File: src/rtl/counter_seq_ctrl_pkg.sv
// Shared definitions for the counter sequencing controller and its benches.
package counter_seq_ctrl_pkg;

  localparam int WIDTH_DEF = 4;
  localparam int PER_W_DEF = 4;

  typedef enum logic [1:0] {
    ST_IDLE  = 2'b00,
    ST_RUN   = 2'b01,
    ST_PAUSE = 2'b10,
    ST_DONE  = 2'b11
  } state_t;

endpackage

File: src/rtl/counter_seq_ctrl_dp.sv
// Up/down counter datapath with synchronous load and step enable.
module counter_dp #(
  parameter int WIDTH = 4
) (
  input  logic             clk,
  input  logic             rst,
  input  logic             load,
  input  logic [WIDTH-1:0] load_val,
  input  logic             en,
  input  logic             dir,
  output logic [WIDTH-1:0] count
);

  localparam logic [WIDTH-1:0] ONE = WIDTH'(1);

  logic [WIDTH-1:0] count_q;
  logic [WIDTH-1:0] count_d;

  // Load wins over stepping; stepping wraps modulo 2^WIDTH in either direction.
  always_comb begin
    count_d = count_q;
    if (load) begin
      count_d = load_val;
    end else if (en) begin
      count_d = dir ? (count_q - ONE) : (count_q + ONE);
    end
  end

  // Counter register, cleared asynchronously.
  always_ff @(posedge clk or posedge rst) begin
    if (rst) begin
      count_q <= '0;
    end else begin
      count_q <= count_d;
    end
  end

  assign count = count_q;

endmodule

File: src/rtl/counter_seq_ctrl.sv
// Sequencing controller: start/capture, run/pause, terminal detect, reload and period count.
module counter_seq_ctrl
  import counter_seq_ctrl_pkg::*;
#(
  parameter int WIDTH = WIDTH_DEF,
  parameter int PER_W = PER_W_DEF
) (
  input  logic             clk,
  input  logic             rst,
  input  logic             start,
  input  logic             pause,
  input  logic             clear,
  input  logic             dir,
  input  logic             auto_reload,
  input  logic [WIDTH-1:0] load_val,
  input  logic [WIDTH-1:0] term_val,
  output logic [WIDTH-1:0] count,
  output logic             busy,
  output logic             done,
  output logic [PER_W-1:0] periods,
  output logic [1:0]       state
);

  localparam logic [PER_W-1:0] PER_MAX = '1;
  localparam logic [PER_W-1:0] PER_ONE = PER_W'(1);

  state_t           state_q, state_d;
  logic             done_q, done_d;
  logic [PER_W-1:0] periods_q, periods_d;
  logic             dir_q, dir_d;
  logic             auto_q, auto_d;
  logic [WIDTH-1:0] load_q, load_d;
  logic [WIDTH-1:0] term_q, term_d;

  logic             dp_load;
  logic [WIDTH-1:0] dp_load_val;
  logic             dp_en;
  logic [WIDTH-1:0] count_w;

  counter_dp #(.WIDTH(WIDTH)) u_dp (
    .clk      (clk),
    .rst      (rst),
    .load     (dp_load),
    .load_val (dp_load_val),
    .en       (dp_en),
    .dir      (dir_q),
    .count    (count_w)
  );

  // Next-state, capture and datapath control; clear overrides all state behaviour.
  always_comb begin
    state_d     = state_q;
    done_d      = 1'b0;
    periods_d   = periods_q;
    dir_d       = dir_q;
    auto_d      = auto_q;
    load_d      = load_q;
    term_d      = term_q;
    dp_load     = 1'b0;
    dp_load_val = load_q;
    dp_en       = 1'b0;

    if (clear) begin
      state_d     = ST_IDLE;
      periods_d   = '0;
      dp_load     = 1'b1;
      dp_load_val = '0;
    end else begin
      case (state_q)
        ST_IDLE, ST_DONE: begin
          if (start) begin
            dir_d       = dir;
            auto_d      = auto_reload;
            load_d      = load_val;
            term_d      = term_val;
            periods_d   = '0;
            dp_load     = 1'b1;
            dp_load_val = load_val;
            state_d     = ST_RUN;
          end
        end
        ST_RUN: begin
          if (pause) begin
            state_d = ST_PAUSE;
          end else if (count_w == term_q) begin
            done_d = 1'b1;
            if (periods_q != PER_MAX) begin
              periods_d = periods_q + PER_ONE;
            end
            if (auto_q) begin
              dp_load     = 1'b1;
              dp_load_val = load_q;
            end else begin
              state_d = ST_DONE;
            end
          end else begin
            dp_en = 1'b1;
          end
        end
        ST_PAUSE: begin
          if (!pause) begin
            state_d = ST_RUN;
          end
        end
        default: state_d = ST_IDLE;
      endcase
    end
  end

  // Control and capture registers, all cleared asynchronously.
  always_ff @(posedge clk or posedge rst) begin
    if (rst) begin
      state_q   <= ST_IDLE;
      done_q    <= 1'b0;
      periods_q <= '0;
      dir_q     <= 1'b0;
      auto_q    <= 1'b0;
      load_q    <= '0;
      term_q    <= '0;
    end else begin
      state_q   <= state_d;
      done_q    <= done_d;
      periods_q <= periods_d;
      dir_q     <= dir_d;
      auto_q    <= auto_d;
      load_q    <= load_d;
      term_q    <= term_d;
    end
  end

  assign count   = count_w;
  assign done    = done_q;
  assign periods = periods_q;
  assign state   = state_q;
  assign busy    = (state_q == ST_RUN) || (state_q == ST_PAUSE);

endmodule

File: config.mk
export PLATFORM = sky130hd
export DESIGN_NAME = counter_seq_ctrl
export DESIGN_NICKNAME = d
export VERILOG_FILES = /design/src/rtl/counter_seq_ctrl_pkg.sv /design/src/rtl/counter_seq_ctrl_dp.sv /design/src/rtl/counter_seq_ctrl.sv
export SDC_FILE = /design/constraint.sdc
export NUM_CORES = 1
export LEC_CHECK = 0
export BUFFER_PORTS_ARGS = -buffer_cell sky130_fd_sc_hd__buf_2
export CAP_MARGIN = 5
export CORE_ASPECT_RATIO = 0.75
export CORE_MARGIN = 4
export CORE_UTILIZATION = 53
export CTS_CLUSTER_DIAMETER = 50
export CTS_CLUSTER_SIZE = 40
export DETAILED_ROUTE_END_ITERATION = 6
export PLACE_DENSITY_LB_ADDON = 0.25
export SLEW_MARGIN = 10
export SYNTH_ARGS = -nofsm -noshare
export SYNTH_HDL_FRONTEND = slang
export SYNTH_SLANG_ARGS = --single-unit
File: constraint.sdc
create_clock -name clk -period 2.3 [get_ports clk]
set_clock_uncertainty 0.15 [all_clocks]
set_input_delay 0.23 -clock clk [delete_from_list [all_inputs] [get_ports clk]]
set_output_delay 0.23 -clock clk [all_outputs]
set_load 0.01 [all_outputs]
==> results of run 1 <==
[registers in the layout, summed over array words and instances (netlist names)]
signal / flops
term_q: 4
u_dp.count: 4
auto_q: 1
load_q: 4
dir_q: 1
done: 1
state: 2
periods: 4
[cell usage after synthesis (2+ instances only)]
cell / instances
nor4_2: 2
dfrtp_1: 21
xor2_1: 6
mux2_2: 15
nor3b_1: 2
nor2_1: 8
ha_1: 6
xnor2_1: 3
or2_2: 2
a211oi_1: 2
inv_1: 10
nor2b_1: 2
clkbuf_1: 2
mux2i_1: 2
nor3_1: 2
o21ai_0: 3
nand3_1: 4
a21oi_1: 4
nand2_1: 6
[metrics by stage]
| step | setup WS, ns | power, mW | area, um2 |
|---|---|---|---|
| floorplan | 0.206 | 1.34 | 1250 |
| global route | 0.0212 | 1.98 | 1530 |
| CTS | 0.0299 | 1.79 | 1470 |
| global placement | 0.167 | 1.56 | 1420 |
| finish | 0.102 | 1.82 | 1530 |
| detailed placement | 0.0610 | 1.61 | 1420 |
[power breakdown]
| part | leakage (nW) | switching [mW] | internal [mW] |
|---|---|---|---|
| registers | 0.266 | 0.125 | 0.511 |
| clock network | 0.0150 | 0.107 | 0.0677 |
| logic | 0.441 | 0.533 | 0.474 |
[kinds of logic after synthesis]
logic type                 Yosys count  share of synthesized area, %
and+or+nand+nor                     34                          16.1
DFF                                 21                          42.0
muxes                               17                          15.1
AOI/OAI and AO/OA                   15                          9.39
buffers and inverters               12                          3.60
xor gates and xnor gates             9                          6.29
adders and majority gates            7                          7.59
[routing by layer]
layer  GRT usage, %  vias up
met3           7.05       11
met1           20.5      456
met4           7.37        0
li1               -      468
met5              0        -
met2           31.0       28
[timing repair]
item | CTS | global route
endpoints found under the hold margin | 22 | 4
hold buffers | 2 | 4
resized for setup | 0 | 3
endpoints found under the setup margin | 0 | 5
setup buffers | 0 | 0
[worst max-delay path, delay by kind of cell (launching register included)]
family | cells | cell delay [ns]
simple gates | 2 | 0.73
flops | 1 | 0.44
mux | 1 | 0.37
compound gates | 1 | 0.24
xor+xnor | 1 | 0.21
[layout make-up]
class,instances,area share (%)
clock buffers,4,1.72
inverters,10,2.46
multi-input cells,82,45.8
flip-flops and latches,21,34.5
well taps,32,2.63
repair buffers,33,13.0
[cell usage in the layout (no fill, tap or decap), types with 2 or more instances in the layout]
master         count
nor3_1             2
nor2_1             8
clkbuf_4           3
ha_1               6
a21oi_1            4
nor2b_1            2
dfrtp_1           21
mux2i_1            2
nand3_1            4
xnor2_1            3
buf_2             26
inv_1             10
nand2_1            6
a211oi_1           2
xor2_1             6
or2_2              2
nor4_2             2
o21ai_0            2
mux2_2            15
dlygate4sd3_1      6
[path summary, 6_finish.rpt]
kind,end,cells after the start
worst min-delay path,dir_q$_DFFE_PP0P_,2
worst min register to register,load_q[0]$_DFFE_PP0N_,1
min in group asynchronous,periods[3]$_DFFE_PP0P_,3
worst max register to register,u_dp.count[1]$_DFFE_PP0P_,5
worst max-delay path,u_dp.count[1]$_DFFE_PP0P_,5
max in group asynchronous,state[1]$_DFFE_PP0P_,3
==> summary by stage, run 1 <==
Yosys
After synthesis, the cell types taking the most area are dfrtp_1, mux2_2, ha_1. Of all cell types, the one taking the most synthesized area is dfrtp_1. The number of cells produced by synthesis is around 120. The number of warnings issued by yosys is 0. The top flip-flop cell by instance count after synthesis is dfrtp_1.

The net count after synthesis is between 100 and 150. The register bit total from synthesis is 21. Yosys mapped a number of flops with a built-in enable equal to 0. After synthesis, the share of flip-flops with an asynchronous set or reset is 100%.

The top cell type's share of synthesized area is about two fifths. Summing every instance area after synthesis gives between 1000 and 1500 um2. The number of distinct library cell variants in the gate-level netlist after synthesis is 32. The share of the Yosys chip area taken by registers is a little over two fifths. After synthesis, the mean cell area works out to roughly 11 um2.

Run status
The flow ran to the end, and the final reports show no timing, DRC or antenna violations.

Hold path
In this run the most critical hold path is launched from dir. The tightest min-delay check is of the input port to flop type.

Floorplan
In this run the standard cell core region covers 2120 um2. The floorplan step defined a die boundary enclosing around 3200 um2. The die height is roughly 50 um. The total number of placement rows is 14.

The chip width is about 64 um. The I/O pin count is 27. The effective utilization at floorplan is slightly below 60%.

Layout
The antenna diode count is 0. Relative to the synthesized area, the layout overhead comes to 21.8%. Cells fill a little under three quarters of the core in the end. The multi-input combinational cells in the finished layout cover a total of ~700 um2.

The share of final-layout standard cells stronger than drive strength 1 is 36.7%. In the final design database the tool counted between 150 and 200 nets. The register area is between 500 and 600 um2. The final cell count without fillers is about 180. Counting the fill cells in the layout gives approximately 160.

Global routing
The total congestion overflow after global routing is 0. The number of antenna violations at the first check in global routing was 0. The first global-routing pass estimated 4.44 mm of wire. Entering global routing, the biggest net connects 22 pins. The overall track demand over capacity in global routing is 18.2%. The number of global-route vias before repair is about 990.

Timing
The worst path uses between 90 and 100% of the clock period. Setup total negative slack on the finished layout was measured at 0 ns. The smallest hold slack is about 0.0074 ns. Setup repair after global routing left no endpoint under its margin. Setup violations remaining at the end of the flow were counted as 0. The final number of max-transition violations is 0. In this run the tightest slew margin relative to its limit is 48.3%.

The peak clock frequency supported by timing is between 400 and 500 MHz. The hold violation count in the final report was 0. The final critical delay including setup and external delays is ~2.2 ns.

At the pin with the least slew margin, the transition time is between 0.7 and 0.8 ns.

CTS
The number of clock sinks is 21. The maximum level of the CTS H-tree is 1. TritonCTS built the clock tree. The clock latency reported for the late side of the worst-skew pair is roughly 0.30 ns. The tree is rooted in a clkbuf_4. The clock passes through at most 2 buffers. The register clock-pin slew on the reported worst setup and hold paths is 0.11 ns.

The number of buffers created by CTS is 3.

Setup path
The launching element type of the critical path is a flop. For this run, the slowest stage of the critical path takes just over 0.6 ns. The setup path with the least slack is of type flop to flop. The startpoint identified for the worst register-to-register timing path is u_dp.count[1]$_DFFE_PP0P_. The worst endpoint data arrival time is about 2.3 ns. The type of destination of the critical path is a flop.

STA puts the critical path data required time at 2.39 ns. In this run the worst path has a maximum fanout of 7. The setup check on the worst reg-to-reg path leaves a slack of just over 0.1 ns.

In this run the worst setup path begins at u_dp.count[1]$_DFFE_PP0P_. Walking the worst path, the cells encountered are xor2_1 > or4_4 > o22ai_4 > mux2_2 > nor2_1. The critical-path cell with the highest stage delay is or4_4.

Drt
The average vias per placed instance is 5.29. In the final routing, the length of wire on met1 measures 1.06 mm. The met3 wire length is about 190 um. For this block, the routed nets add up to roughly 2.6 mm of wire. The antenna violation net count after detailed routing is 0. The routed length per placed instance is around 14 um. Summed over all nets, wire length on met2 after detailed routing comes to about 1.3 mm. The highest metal layer carrying signal wires in the routed design is met4.

The first routing iteration left 20 violations. The first detailed-routing pass ran for 4 iterations. In the routed design, unresolved DRC markers number 0. The final route contains 963 vias.

Placed design
In this run, placement finished with an instance count of 172. The congestion estimate from routability-driven global placement came to approximately 0.84. The HPWL after detailed placement is about 2.1 mm. Buffers placed on the I/O ports in this run total 26.

Power
The analysis attributes to cell leakage a power of ~0.72 nW. Power spread over the standard cell area amounts to ~1200 nW/um2. Across the VDD grid, the largest voltage drop is between 600 and 700 uV.

Flow run
The tool flagged a number of max-cap violations equal to 0.
(Power assumes the default switching activity.)
==> run 2: changes to the inputs <==
- CORE_UTILIZATION: 53 -> 54
- SYNTH_HIERARCHICAL: unset -> 1
==> summary by stage, run 2 <==
Run status
The flow ran to the end, and the final reports show no timing, DRC or antenna violations.

Drt
The met3 wire length is roughly 230 um. The average vias per placed instance is roughly 5.4. For this block, the routed nets add up to roughly 3.1 mm of wire. The detailed-routing wirelength on met1 is approximately 1.3 mm. The detail route stage leaves a number of antenna-violating nets equal to 0. Before antenna repair, the detailed router went through 4 iterations. The detailed route wirelength on metal2 is 1.52 mm.

The routed length per placed instance is ~15 um. The highest metal layer with signal wires is met4. The DRC violations left is 0. Across all layers, the routed design uses 1142 vias.

The violation count after the first detailed-routing iteration is between 40 and 50.

CTS
The CTS tree is done. The maximum level of the CTS H-tree is 1. After clock tree synthesis, the clock-pin slew on the worst setup and hold paths is 0.12 ns.

Counting every sink on the clock net gives 21. Counting along the longest clock path gives a buffer depth of 2. The clock latency reported for the late side of the worst-skew pair is 0.31 ns. The number of instances resized during post-cts repair is 0. The tree is rooted in a clkbuf_4. The number of buffers created by CTS is 3.

Yosys
The portion of netlist area occupied by mux cells is a little under a tenth. The number of warnings issued by yosys is 6. The number of nets handed over by synthesis was around 160. By count the netlist is led by dfrtp_1, nand2_1, inv_1, mux2_2, a21oi_1. Of the total synthesized cell area, the portion taken by full adders, half adders and majority gates is under 10%. The dominant combinational cell family by area after synthesis is simple AND/OR/NAND/NOR gates. Yosys attributes the largest share of cell area to dfrtp_1, mux2_2, ha_1.

The sequential area share after synthesis is slightly below 40%. Counting distinct cell types in the post-synthesis netlist gives 50. Among all flip-flop cells after synthesis, the most frequent one is dfrtp_1. The cell with the most instances after synthesis is dfrtp_1. The netlist area before placement is 1360 um2. Synthesis produced a netlist whose cell count is 137. The complex-gate fraction of the synthesized area is between 10 and 15%. Each instance of the synthesized netlist takes up on average 9.92 um2.

Summed over its instances, the top area cell type makes up 38.7% of the synthesized netlist area. The post-synthesis async set-or-reset flop share is 100%. The largest total area in the synthesized netlist belongs to dfrtp_1. The synthesized design contains 0 enable-type register cells. Summing the areas of all and, or, nand and nor instances in the mapped netlist gives 21.2% of the synthesized area. Of the total synthesized cell area, the portion taken by XOR and XNOR cells is 3.87%. In this run, synthesis produced a sequential element count of 21.

Floorplan
27 I/O pins were placed. The floorplan step set the die width to approximately 66 um. The die covers 3390 um2. After floorplanning, the core was sized to cover 2350 um2.

The effective utilization at floorplan is about 58%. The die height is between 50 and 60 um. The total number of placement rows is 15.

Layout
The top cell types in the final layout, fill and taps aside, are buf_2, dfrtp_1, nand2_1. The number of nets in the final layout is between 150 and 200. The share of final-layout standard cells stronger than drive strength 1 is 34.1%. The layout-stage area growth over the synthesis result is 22.8%. The most common library cell in the layout ignoring fill and taps is buf_2. The layout has about 180 filler cells. The number of antenna diodes in the final layout is 0.

Setup path
The longest individual stage delay on the worst path is between 0.4 and 0.5 ns. For the worst setup path, the data required time is 2.41 ns. The worst endpoint data arrival time is about 2.3 ns.

Together, buffers and inverters on the worst path number 1. The critical path goes through inv_2 > ha_4 > and2_1 > a41oi_2 > o21ai_2 > or3b_1 > a221o_1 > nand3_2. The startpoint of the most critical register-to-register path is state[0]$_DFFE_PP0P_. STA classifies the critical path endpoint as a flop.

The largest individual stage delay along the critical path comes from the cell dfrtp_1. The worst setup path is launched from a flop. The start point of the critical path is state[0]$_DFFE_PP0P_. The critical path is of the flop to flop type. In this run the worst path has a maximum fanout of 7. The cell family contributing the most delay on the critical path is compound AO/OA/AOI/OAI gates.

Global routing
The first global-routing pass estimated approximately 5.4 mm of wire. The number of antenna violations at the first check in global routing came to 0. The total congestion overflow after global routing is 0. The maximum number of pins on one net before global-route repair is 18. For this run, the total global-route usage over all layers was measured as between 20% and 30%. The number of global-route vias before repair was between 1k and 1.5k.

Timing
Setup violations remaining at the end of the flow were counted as 0. Adding up every negative setup slack in the final design gives 0 ns. Static timing analysis puts the maximum clock frequency at 459 MHz. The hold violation count in the final report is 0. The final number of max-transition violations was 0.

The tightest slew margin relative to the limit is between 50 and 60%. In the post-route analysis, the smallest setup slack over all paths is between 0.1 and 0.15 ns. The worst path needs roughly 2.2 ns of the cycle, external delays included. Setup repair after global routing left no endpoint under its margin. The transition time at the pin with the least slew margin is between 0.6 and 0.7 ns.

The final worst-path cycle share is between 90% and 100%.

Placed design
The routability congestion estimate is between 0.9 and 1. Once detailed placement completed, the half-perimeter wirelength came to roughly 2.4 mm. OpenSTA, run right after detailed placement, puts the worst setup slack at around 0.13 ns.

Port buffering added 26 buffers.

Hold path
The class of the tightest hold or removal check is input port to flop. The startpoint of the tightest hold check path is load_val[0].

Flow run
Max-cap violations in this run came to 0.

Power
The total power per unit cell area is approximately 1100 nW/um2. The design draws approximately 1.9 mW. The reported leakage power is about 0.8 nW. The worst supply voltage drop on vdd is 570 uV.
[run 2: logic make-up (layout without fill, tap and decap cells)]
family / after synthesis / in the layout
AND/OR/NAND/NOR: 48 / 48
buffers and inverters: 17 / 56
adder cells (fa/ha/maj): 7 / 7
flip-flops: 21 / 21
XOR/XNOR: 6 / 6
AO/OA/AOI/OAI: 27 / 27
multiplexers: 11 / 11
[run 2: worst reg2reg max path, cell delays in order, from the launching register on]
cell	delay (ns)
dfrtp_1	0.43
inv_2	0.10
ha_4	0.22
and2_1	0.15
a41oi_2	0.17
o21ai_2	0.13
or3b_1	0.37
a221o_1	0.34
nand3_2	0.07
[run 2: path summary, 6_finish.rpt]
check | to | slack [ns] | cells after the start
min in group asynchronous | u_dp/count[2]$_DFFE_PP0P_ | 0.19 | 3
min | load_q[0]$_DFFE_PP0N_ | 0.01 | 2
min reg2reg | load_q[3]$_DFFE_PP0N_ | 0.37 | 1
max | u_dp/count[3]$_DFFE_PP0P_ | 0.12 | 8
max reg2reg | u_dp/count[3]$_DFFE_PP0P_ | 0.12 | 8
max in group asynchronous | state[0]$_DFFE_PP0P_ | 1.14 | 3
[run 2: where the power goes]
part           internal (mW)  switching (mW)  total, mW  leakage, nW
Clock                 0.0650           0.119      0.184       0.0177
Combinational          0.508           0.563       1.07        0.504
Sequential             0.506           0.121      0.627        0.266
Total                   1.08           0.803       1.88        0.788
[run 2: final cells by class]
class,count,area [um2],area share [%]
multi-input cells,99,772,46.3
flip-flops and latches,21,526,31.5
repair buffers,41,260,15.6
well taps,34,42.5,2.55
inverters,11,41.3,2.47
clock buffers,3,22.5,1.35
clock inverters,1,5.00,0.300
[run 2: through the flow]
step                      hold slack [ns]  utilization (%)  instances  instance area, um2
after floorplan                    -0.154                -        137                1390
after global placement            -0.0312             66.7        198                1560
after detailed placement          -0.0245             66.7        198                1560
after CTS                         0.00136             70.4        208                1650
after global routing              0.00164             71.1        210                1670
final                              0.0133             71.1        210                1670
[run 2: per-layer routing]
metal | vias to the layer above | GRT usage (%)
met4 | 0 | 4.48
met2 | 51 | 37.1
met1 | 515 | 26.5
met3 | 6 | 4.62
li1 | 570 | -
met5 | - | 0
[run 2: repair_timing]
item / CTS / global route
hold buffers: 6 / 1
hold endpoints to repair: 26 / 1
endpoints found under the setup margin: 0 / 1
setup buffers: 0 / 1
==> run 3: changes to the inputs <==
- CORE_UTILIZATION: 54 -> 56
- CTS_BUF_LIST: unset -> sky130_fd_sc_hd__clkbuf_8
- clock period: 2.3 -> 2.5 ns (I/O delays scaled with it)
==> summary by stage, run 3 (synthesized netlist as in run 2, its figures left out) <==
Power
Across the VDD grid, the largest voltage drop is 558 uV. The total power per unit cell area is 1070 nW/um2. The analysis attributes to cell leakage a power of ~0.75 nW.

Floorplan
In this run the horizontal extent of the chip is approximately 65 um. After floorplanning, the core was sized to cover roughly 2300 um2. The I/O pin count is 27.

For this configuration, the core starts out at a cell density of 58.9%. The die covers about 3300 um2. The die height is 50.7 um. The total number of placement rows is 15.

Layout
Cells with a size suffix above 1 make up around a third of the layout. Fill cells in the final layout number 191. The repair_antennas step left the layout with diodes totalling 0.

The register area is between 500 and 600 um2. In the layout the commonest cells are buf_2, dfrtp_1, nand2_1. Leaving out filler cells and counting taps, the final layout contains 201.

The most common library cell in the layout ignoring fill and taps is buf_2. The number of nets in the final layout is 190. The layout-stage area growth over the synthesis result is 16.4%. The total area of multi-input combinational cells is roughly 750 um2.

CTS
The number of buffers inserted by post-CTS setup repair is 0. The number of clock sinks is 21. The clock latency reported for the late side of the worst-skew pair is 0.26 ns. The register clock-pin slew on the reported worst setup and hold paths is roughly 0.070 ns.

The CTS tree is done. The number of instances resized during post-cts repair is 0. The root buffer cell chosen for the clock tree is clkbuf_8.

CTS built an H-tree with a depth of 1. In this run, CTS created clock tree buffers numbering 3. Counting along the longest clock path gives a buffer depth of 2.

Global routing
The number of global-route vias before repair is about 1.1k. The wire length of the first global-routing pass is between 5 and 6 mm. The number of antenna violations at the first check in global routing is 0.

The total congestion overflow after global routing is 0. The overall track demand over capacity in global routing is around a fifth. The maximum number of pins on one net before global-route repair is 18.

Flow run
The number of maximum-capacitance constraint violations is 0.

Timing
On the final layout, the worst hold slack is around 0.065 ns. At the pin with the least slew margin, the transition time is around 0.67 ns. Setup violations remaining at the end of the flow were counted as 0. For this run, the top clock speed supported by timing is 419 MHz. The final number of max-transition violations is 0. Of the available clock period, the critical path in the final layout requires between 90% and 100%. Setup repair after global routing left no endpoint under its margin. Measured against its own limit, the worst slew margin works out to 55.4%. The final critical delay including setup and external delays is 2.39 ns. The accumulated negative setup slack is 0 ns. The hold violation count in the final report came to 0.

Placed design
The count of input and output buffers is 26. The routability congestion estimate is 0.989. Detailed placement finished with a half-perimeter wire length of approximately 2.4 mm. The number of placed instances, taps included, is around 200.

Setup path
At the worst endpoint, the required time is 2.55 ns. Walking the worst path, the cells encountered are inv_1 > ha_1 > and2_1 > a41oi_1 > o21ai_0 > buf_4 > or3b_1 > a221o_1 > nand3_2. For this run, the slowest stage of the critical path takes 0.41 ns. In this run the worst path has a maximum fanout of 12. The class of the most critical setup path is flop to flop. Data arrives at the worst endpoint at 2.44 ns. The critical-path cell with the highest stage delay is dfrtp_1. The critical path's top delay family is simple AND/OR/NAND/NOR gates. The launching element type of the critical path is a flop. The number of buffers and inverters on the critical path is 2.

The type of destination of the critical path is a flop.

Drt
The DRC violations left is 0. Dividing the detail-routed wire length by the instance count gives roughly 15 um. After detailed routing, the number of vias per cell comes to between 5 and 6. The final route contains about 1.1k vias.

The count of nets left with antenna violations once routing finished came out at 0. The total length of routed wires is between 2 and 3 mm. After the first detailed-routing iteration, the DRC count stood at 50. The number of search-and-repair iterations in the first detailed-routing pass is 4.

Hold path
The tightest min-delay check is of the input port to flop type.

Run status
The flow ran to the end, and the final reports show no timing, DRC or antenna violations.
## run 3: cell types whose count changed in the layout (fill, tap and decap cells not counted), moves of 3 or more
| cell | delta |
|---|---|
| clkbuf_8 | +3 |
| dlygate4sd3_1 | -6 |
| buf_4 | -3 |
| clkbuf_4 | -3 |
## run 3: cell type report
type,instances,share of cell area (%)
Multi-Input combinational cell,99,47.3
Sequential cell,21,33.2
Timing Repair Buffer,32,11.2
Tap cell,34,2.69
Clock buffer,3,2.61
Inverter,11,2.61
Clock inverter,1,0.316
## run 3: per-layer routing
layer / track usage, % / vias up / wire, um
li1: - / 551 / -
met1: 24.9 / 542 / 1230
met2: 35.8 / 46 / 1460
met3: 4.47 / 4 / 224
met4: 7.37 / 0 / 45
met5: 0 / - / 0
## run 3: power by group
group / internal (mW) / leakage, nW / switching, mW / total, mW
clock network: 0.111 / 0.0255 / 0.109 / 0.220
logic: 0.413 / 0.462 / 0.473 / 0.887
registers: 0.467 / 0.266 / 0.126 / 0.593
total: 0.991 / 0.754 / 0.708 / 1.70
## run 3: path summary, 6_finish.rpt
kind	start	end	slack [ns]	depth (start not counted)
min	dir	dir_q$_DFFE_PP0P_	0.06	2
min in group asynchronous	rst	u_dp/count[1]$_DFFE_PP0P_	0.26	3
max reg2reg	state[0]$_DFFE_PP0P_	u_dp/count[3]$_DFFE_PP0P_	0.11	9
max	state[0]$_DFFE_PP0P_	u_dp/count[3]$_DFFE_PP0P_	0.11	9
max in group asynchronous	rst	done$_DFF_PP0_	1.29	3
min reg2reg	load_q[2]$_DFFE_PP0N_	load_q[2]$_DFFE_PP0N_	0.36	1
## run 3: through the flow
step	utilization, %	instance area, um2	power, mW	setup slack, ns
after floorplan	-	1360	1.25	0.0691
after global placement	66.1	1530	1.43	0.233
after detailed placement	66.1	1530	1.48	0.158
after CTS	68.5	1580	1.71	0.134
after global routing	68.5	1580	1.84	0.00545
final	68.5	1580	1.70	0.114
## run 3: timing repair
action                                 CTS  global route
endpoints found under the hold margin   21             0
setup endpoints to repair                0             0
hold buffers                             1             0
